==> config.mk <==
export PLATFORM = sky130hd
export DESIGN_NAME = cmp_hyst_sched
export DESIGN_NICKNAME = d
export VERILOG_FILES = /design/src/rtl/cmp_hyst_sched.sv
export SDC_FILE = /design/constraint.sdc
export NUM_CORES = 1
export LEC_CHECK = 0
export ABC_AREA = 0
export CORE_ASPECT_RATIO = 1.25
export CORE_MARGIN = 3
export CORE_UTILIZATION = 45
export DETAILED_ROUTE_END_ITERATION = 8
export GPL_ROUTABILITY_DRIVEN = 0
export PLACE_DENSITY = 0.78
export SYNTH_ARGS = -nofsm -noshare
export SYNTH_HDL_FRONTEND = slang
export SYNTH_SLANG_ARGS = --single-unit
==> constraint.sdc <==
create_clock -name clk -period 2.4 [get_ports clk]
set_clock_uncertainty 0.05 [all_clocks]
set_input_delay 0.48 -clock clk [delete_from_list [all_inputs] [get_ports clk]]
set_output_delay 0.48 -clock clk [all_outputs]
set_load 0.05 [all_outputs]
==> src/rtl/cmp_hyst_sched.sv <==
// cmp_hyst_sched: schedules per-channel hysteresis compares onto one shared
// IEEE-754 single comparator. A start latches all values and thresholds,
// issues one operand pair per cycle, tracks the in-flight results through a
// CMP_LAT-deep valid/index pipe, and commits every channel state at once
// together with a one-cycle done_sig pulse.
// Optional build macro: CMP_SCHED_THCHK_EN adds a per-channel threshold
// sanity compare (hi > lo) and the th_err output.

`ifndef SINGLE
`define SINGLE 32
`endif

module cmp_hyst_sched #(
    parameter int CH      = 4,
    parameter int W       = `SINGLE,
    parameter int CMP_LAT = 1
) (
    input  logic            clk,
    input  logic            rst,
    input  logic            sta,
    input  logic [CH*W-1:0] val_in,
    input  logic [CH*W-1:0] hi_th,
    input  logic [CH*W-1:0] lo_th,
    output logic [W-1:0]    cmp_a,
    output logic [W-1:0]    cmp_b,
    input  logic            cmp_agb,
    input  logic            cmp_alb,
    output logic [CH-1:0]   state_out,
`ifdef CMP_SCHED_THCHK_EN
    output logic [CH-1:0]   th_err,
`endif
    output logic            busy,
    output logic            done_sig
);

`ifdef CMP_SCHED_THCHK_EN
    localparam int NSUB = 3;
`else
    localparam int NSUB = 2;
`endif
    localparam int              CH_W     = (CH > 1) ? $clog2(CH) : 1;
    localparam logic [1:0]      LAST_SUB = 2'(NSUB - 1);
    localparam logic [CH_W-1:0] LAST_CH  = CH_W'(CH - 1);

    typedef enum logic [1:0] {IDLE, ISSUE, DRAIN, FIN} state_t;

    state_t          r_state;
    state_t          w_next;
    logic [CH*W-1:0] r_val;
    logic [CH*W-1:0] r_hi;
    logic [CH*W-1:0] r_lo;
    logic [CH_W-1:0] r_ch;
    logic [1:0]      r_sub;
    logic [W-1:0]    r_cmp_a;
    logic [W-1:0]    r_cmp_b;
    logic [W-1:0]    w_op_a;
    logic [W-1:0]    w_op_b;
    logic            r_pv   [CMP_LAT];
    logic [CH_W-1:0] r_pch  [CMP_LAT];
    logic [1:0]      r_psub [CMP_LAT];
    logic [CH-1:0]   r_gt;
    logic [CH-1:0]   r_lt;
    logic [CH-1:0]   r_state_out;
    logic [CH-1:0]   w_commit;
    logic            r_done;
    logic            w_accept;
    logic            w_last_issue;
    logic            w_cap_vld;
    logic [CH_W-1:0] w_cap_ch;
    logic [1:0]      w_cap_sub;
    logic            w_last_cap;
`ifdef CMP_SCHED_THCHK_EN
    logic [CH-1:0]   r_thok;
    logic [CH-1:0]   r_th_err;
`endif

    // A start is only honoured in IDLE; anything else (including FIN) drops it.
    assign w_accept     = (r_state == IDLE) && sta;
    assign w_last_issue = (r_state == ISSUE) && (r_ch == LAST_CH) && (r_sub == LAST_SUB);

    // The oldest pipe stage lines up with the comparator result on this cycle.
    assign w_cap_vld  = r_pv[CMP_LAT-1];
    assign w_cap_ch   = r_pch[CMP_LAT-1];
    assign w_cap_sub  = r_psub[CMP_LAT-1];
    assign w_last_cap = w_cap_vld && (w_cap_ch == LAST_CH) && (w_cap_sub == LAST_SUB);

    // State register.
    always_ff @(posedge clk or negedge rst) begin
        // NOTE: every clocked register uses <= so all flops see pre-edge values.
        if (!rst) r_state <= IDLE;
        else      r_state <= w_next;
    end

    // Next-state decode.
    always_comb begin
        // NOTE: default first so no path leaves w_next unassigned (no latch).
        w_next = r_state;
        case (r_state)
            IDLE:    if (sta)          w_next = ISSUE;
            ISSUE:   if (w_last_issue) w_next = DRAIN;
            DRAIN:   if (w_last_cap)   w_next = FIN;
            FIN:                       w_next = IDLE;
            default:                   w_next = IDLE;
        endcase
    end

    // Operand pair selected by the issue counters (channel, sub-pair).
    always_comb begin
        w_op_a = r_val[r_ch*W +: W];
        w_op_b = r_hi[r_ch*W +: W];
        case (r_sub)
            2'd1: w_op_b = r_lo[r_ch*W +: W];
`ifdef CMP_SCHED_THCHK_EN
            2'd2: begin
                w_op_a = r_hi[r_ch*W +: W];
                w_op_b = r_lo[r_ch*W +: W];
            end
`endif
            default: ;
        endcase
    end

    // Input latch at start, then one registered operand pair per ISSUE cycle.
    always_ff @(posedge clk or negedge rst) begin
        if (!rst) begin
            r_val   <= '0;
            r_hi    <= '0;
            r_lo    <= '0;
            r_ch    <= '0;
            r_sub   <= '0;
            r_cmp_a <= '0;
            r_cmp_b <= '0;
        end else if (w_accept) begin
            r_val <= val_in;
            r_hi  <= hi_th;
            r_lo  <= lo_th;
            r_ch  <= '0;
            r_sub <= '0;
        end else if (r_state == ISSUE) begin
            r_cmp_a <= w_op_a;
            r_cmp_b <= w_op_b;
            if (r_sub == LAST_SUB) begin
                r_sub <= '0;
                r_ch  <= r_ch + 1'b1;
            end else begin
                r_sub <= r_sub + 1'b1;
            end
        end
    end

    // Valid/index pipe tracking each issued pair until its result arrives.
    always_ff @(posedge clk or negedge rst) begin
        // NOTE: the pipe array is reset so a mid-run reset leaves nothing in flight.
        if (!rst) begin
            for (int s = 0; s < CMP_LAT; s++) begin
                r_pv[s]   <= 1'b0;
                r_pch[s]  <= '0;
                r_psub[s] <= '0;
            end
        end else begin
            r_pv[0]   <= (r_state == ISSUE);
            r_pch[0]  <= r_ch;
            r_psub[0] <= r_sub;
            for (int s = 1; s < CMP_LAT; s++) begin
                r_pv[s]   <= r_pv[s-1];
                r_pch[s]  <= r_pch[s-1];
                r_psub[s] <= r_psub[s-1];
            end
        end
    end

    // Result capture: hi-compare keeps A>B, lo-compare keeps A<B.
    always_ff @(posedge clk or negedge rst) begin
        if (!rst) begin
            r_gt <= '0;
            r_lt <= '0;
`ifdef CMP_SCHED_THCHK_EN
            r_thok <= '0;
`endif
        end else if (w_cap_vld) begin
            case (w_cap_sub)
                2'd0: r_gt[w_cap_ch] <= cmp_agb;
                2'd1: r_lt[w_cap_ch] <= cmp_alb;
`ifdef CMP_SCHED_THCHK_EN
                2'd2: r_thok[w_cap_ch] <= cmp_agb;
`endif
                default: ;
            endcase
        end
    end

    // Hysteresis update: set above hi, clear below lo, otherwise hold.
    always_comb begin
        w_commit = r_state_out;
        for (int i = 0; i < CH; i++) begin
            if (r_gt[i])      w_commit[i] = 1'b1;
            else if (r_lt[i]) w_commit[i] = 1'b0;
`ifdef CMP_SCHED_THCHK_EN
            // Inverted or equal thresholds make the decision meaningless.
            if (!r_thok[i]) w_commit[i] = r_state_out[i];
`endif
        end
    end

    // Commit all channels and pulse done in the FIN cycle's closing edge.
    always_ff @(posedge clk or negedge rst) begin
        if (!rst) begin
            r_state_out <= '0;
            r_done      <= 1'b0;
`ifdef CMP_SCHED_THCHK_EN
            r_th_err    <= '0;
`endif
        end else begin
            r_done <= (r_state == FIN);
            if (r_state == FIN) begin
                r_state_out <= w_commit;
`ifdef CMP_SCHED_THCHK_EN
                r_th_err    <= ~r_thok;
`endif
            end
        end
    end

    assign cmp_a     = r_cmp_a;
    assign cmp_b     = r_cmp_b;
    assign state_out = r_state_out;
    assign busy      = (r_state != IDLE);
    assign done_sig  = r_done;
`ifdef CMP_SCHED_THCHK_EN
    assign th_err    = r_th_err;
`endif

endmodule

**Word level (Yosys, flattened, before mapping)**

Index checks and enable logic that the tools add are counted.

- Output and inout bits: 70
- Logic and storage cells: 83
- RAM bits: 0
- Latch bits: 0
- Register bits after elaboration: 472
- Memory bits (read-only): 0
- Input bits: 389
- Memories kept: 0

- $lt $le $gt $ge: 2
- Bitwise logic cells: 1
- Equal/unequal tests: 10
- Shifts and indexed selects: 3
- Multipliers: 0
- Reductions and logical operators: 24
- Muxes and demuxes: 23
- Add/sub/neg operators: 2
- Divide/modulo/power cells: 0

Operators by type and width:

| operator | number |
|---|---|
| 128-bit by 8-bit indexed part select with 32-bit output | 3 |
| 32-bit two-way mux | 1 |
| 2-bit two-way mux | 9 |
| 2-bit AND reduction | 8 |
| 2-bit nonzero test | 7 |
| 1-bit two-way mux | 9 |
| 4-bit bitwise mux | 2 |
| 2-bit equality test, second input constant | 4 |
| 2-bit one-hot mux with 4 select lines | 1 |
| 2-bit by 1-bit equality test with 1-bit output, second input constant | 3 |
| 1-bit logical AND | 6 |
| 2-bit != test, second input constant | 3 |
| 2-bit by 1-bit adder with 2-bit output, second input constant | 2 |
| 2-bit logical NOT | 2 |
| 2-bit by 3-bit < comparator with 1-bit output, second input constant | 1 |
| 3-bit AND reduction | 1 |
| 1-bit demux with 2-bit select | 1 |
| 2-bit by 1-bit >= comparator with 1-bit output, second input constant | 1 |
| 1-bit NOT | 1 |

**Longest topological paths before layout**

- Depth in word-level cells: 5
- Mapped depth: 8
- Mapped depth without buffers: 6

**Least setup slack after synthesis**

Ideal clock, no wire load.

- Kind: reg2reg
- Start: register r_state[1]
- End: register r_cmp_b[10], in the netlist cmp_b[10]
- Arrival: 1607 ps
- Setup time: 145 ps
- Slack: 598 ps
- Cell stages (with the launch flop): 8
- Buffers on the path: 3
- Cell sequence: dfrtp_1 > inv_1 > ha_1 > buf_2 > inv_2 > buf_2 > buf_1 > o31ai_2

- Cells in the longest elaborated chain, start to end: 4
- Elaborated cells on any way between the ends: 5

Ends and longest elaborated chain:

| element | RTL line | source |
|---|---|---|
| start: declaration | 47 | `state_t r_state;` |
| start signal: assignment | 91 | `else r_state <= w_next;` |
| 2-bit logical NOT | 78 | `assign w_accept = (r_state == IDLE) && sta;` |
| 1-bit logical AND | 78 |  |
| 1-bit NOT (no source line) | n/a |  |
| 2-bit AND reduction (no source line) (*) | n/a |  |
| end signal: assignment | 141 | `r_cmp_b <= w_op_b;` |
| end: declaration | 55 | `logic [W-1:0] r_cmp_b;` |

Mark *: on every way between the ends. The rest lies on a longest branch, timed or not.
A chain may end at the register's enable or synchronous reset.

**Final worst setup path**

- Start: register r_cmp_a[28], in the netlist cmp_a[28]
- End: output cmp_a[28]

RTL lines:

| element | RTL line | source |
|---|---|---|
| start: declaration | 54 | `logic [W-1:0] r_cmp_a;` |
| start signal: assignment | 140 | `r_cmp_a <= w_op_a;` |
| end: declaration | 24 | `output logic [W-1:0] cmp_a,` |

No word-level cell between the ends.

==> metrics.yaml <==
maxCapViolCount: 0
antenna_found_initial: 7
io_pins: 459
relSlewSlack: 0.261
clock_power_share: 0.204
drive_above_1_share: 0.0907
wire_per_inst_um: 19.1
power_density_nw_per_um2: 1350
muxShareOfSynthArea: 0.0888
ir_worst_vdd_uv: 799
synthAdderAreaFrac: 0.00364
die_area_um2: 48500
layout_commonest_cell: "nand2_1"
drv_slew: 0
synth_cell_types: 35
first_pass_iters: 5
start_util: 0.457
die_w_um: 198
crit_path_cell_trace: "clkdlybuf4s50_1"
core.rowCount: 87
internal-power_mw: 22.6
yosys.area_share.simple: 0.247
critPathBufInv: 1
syn_avg_cell_area_um2: 9.33
synth_compound_area_frac: 0.0533
areaGrowthSynthToFinish_pct: 33.9
cts_tree: "yes"
fill_cells: 3564
hold_path_class: "input pin to flip-flop"
cts_setup_buffers: 0
fin_setup_tns_ns: 0
finalHoldViolCount: 0
rsz0062_at_grt: "false"
endpoint_kind: "primary output"
cts_sinks: 472
grt_max_degree: 115
via_count: 17100
period_minus_slack_ns: 2.34
synth_top_family_by_area: "simple AND/OR/NAND/NOR gates"
cts_buffers: 48
swShare: 0.393
antenna_left: 0
cts_root_buf: "clkbuf_16"
crit_slowest_cell: "clkdlybuf4s50_1"
overflow: 0
synthTopCellsByArea: "dfrtp_1, nand2_1, mux4_2"
start_kind: "flip-flop"
hpwl_mm: 43.3
drc: 0
path_class: "flip-flop to primary output"
nets: 3028
syn-cell-area_um2: 20600
worstMarginPinSlew_ns: 1.11
crit_required_ns: 1.87
mostFrequentLayoutCells: "nand2_1, dfrtp_1, clkdlybuf4s50_1, mux2i_1, a32o_1"
drtIter0Drc: 1057
die_y_um: 245
cp_max_fo: 2
cp.arrival_ns: 1.81
p_comb_frac: 0.424
synth_enable_flop_cells: 0
synth_top_area_cell: "dfrtp_1"
synthXorXnorAreaFrac: 0.000849
synth_flop_cell: "dfrtp_1"
synth_fp_nets: 2607
outcome: "completed"
drt_wl_total_mm: 62.1
synthArstFlopShare: 1.00
cp_top_family: "buffers and inverters"
grt_pass1_vias: 17900
p_leak_nw: 13.4
insertion_delay_ns: 0.58
ys_ff_latch: 472
grt_pass1_wl_mm: 96.6
setup_viol: 0
synth_top_area_frac: 0.572
ys_warn_count: 0
coreArea_um2: 45200
multiInputGateArea_um2: 8160
ys_seq_area_frac: 0.572
clock_path_buffers: 3
register_area_um2: 11800
p_sw_mw: 14.7
crit_path_max_incr_delay_ns: 0.86
htreeDepth: 2
port_buffers: 458
fin_hold_ws_ns: 0.373
fin_crit_sh: 0.977
seqPwrFrac: 0.372
netlist_instances: 2212
via_per_inst: 5.27
track_usage: 0.254
clk_pin_slew_ns: 0.06
max_freq_ghz: 0.427
==> layer usage <==
| layer | GRT usage | share of wire | vias to the layer above |
|---|---|---|---|
| met2 | 0.442 | 0.50 | 693 |
| met5 | 0 | 0.00092 | - |
| li1 | - | - | 7923 |
| met1 | 0.306 | 0.38 | 8392 |
| met4 | 0.0820 | 0.029 | 8 |
| met3 | 0.0693 | 0.087 | 116 |
==> path summary, 6_finish.rpt <==
kind	slack (ns)	from	cells after the start	end
worst max-delay path	0.06	cmp_a[28]$_DFFE_PN0P_	1	cmp_a[28]
worst min-delay path	0.37	val_in[105]	3	r_val[105]$_DFFE_PN0P_
worst max register to register	0.40	r_sub[1]$_DFFE_PN0P_	5	cmp_b[10]$_DFFE_PN0P_
worst min register to register	0.40	r_sub[1]$_DFFE_PN0P_	0	r_psub[1]$_DFF_PN0_
max in group asynchronous	1.01	rst	3	r_lo[81]$_DFFE_PN0P_
min in group asynchronous	0.39	rst	2	r_lo[42]$_DFFE_PN0P_
==> synth_stat cells, drive strengths merged (2+ instances only) <==
| master | count |
|---|---|
| nand3 | 2 |
| dfrtp | 472 |
| buf | 67 |
| o31ai | 32 |
| a22o | 4 |
| nand2 | 1322 |
| and2 | 2 |
| nor3b | 3 |
| ha | 6 |
| mux2 | 41 |
| clkbuf | 75 |
| nor2 | 6 |
| nor2b | 2 |
| inv | 4 |
| nand3b | 3 |
| a32o | 64 |
| mux4 | 32 |
| mux2i | 65 |
==> power groups by stage <==
| stage | clock [mW] | sequential (mW) | combinational [mW] |
|---|---|---|---|
| 2_1_floorplan | 0 | 15.1 | 9.11 |
| 3_3_place_gp | 0 | 13.7 | 15.5 |
| 3_5_place_dp | 0 | 13.9 | 15.9 |
| 4_1_cts | 7.76 | 13.8 | 16.0 |
| 5_1_grt | 8.08 | 14.3 | 17.3 |
| 6_report | 7.60 | 13.9 | 15.8 |
==> logic make-up (layout without fill, tap and decap cells) <==
family	Yosys count	count (layout)
multiplexers	138	138
AND/OR/NAND/NOR	1344	1344
buffers and inverters	146	602
flip-flops	472	472
adder cells (fa/ha/maj)	6	6
AO/OA/AOI/OAI	104	104
other	0	3
XOR/XNOR	2	2
==> registers in the layout (all words and copies together), names as in the netlist <==
signal and count:
cmp_a 32, cmp_b 32, done_sig 1, r_ch 2, r_gt 4, r_hi 128, r_lo 128, r_lt 4
r_pch 2, r_psub 2, r_pv 1, r_state 2, r_sub 2, r_val 128, state_out 4
==> final cells by class <==
class | count | share of cell area
multi-input cells | 1594 | 0.295
flip-flops and latches | 472 | 0.427
clock buffers | 70 | 0.0505
inverters | 4 | 0.000588
diodes | 3 | 0.000272
well taps | 578 | 0.0262
clock inverters | 15 | 0.00665
repair buffers | 513 | 0.193
==> what timing repair did <==
item | CTS | global route
resized for setup | 1 | 0
setup endpoints to repair | 1 | 0
hold endpoints to repair | 29 | 0
hold buffers | 1 | 0
==> metrics by stage <==
stage                     total power, mW  cell area, µm²  worst slack, ns  std cells  utilization
final                                37.3           27600           0.0561       3249        0.612
after global routing                 39.6           27600           0.0105       3247        0.612
after CTS                            37.6           27600          0.00364       3246        0.612
after detailed placement             29.8           26100            0.304       3160        0.577
after global placement               29.2           26100            0.365       3160        0.577
after floorplan                      24.2           20600            0.598       2212            -
No activity file was read; power rests on OpenSTA's default activity.
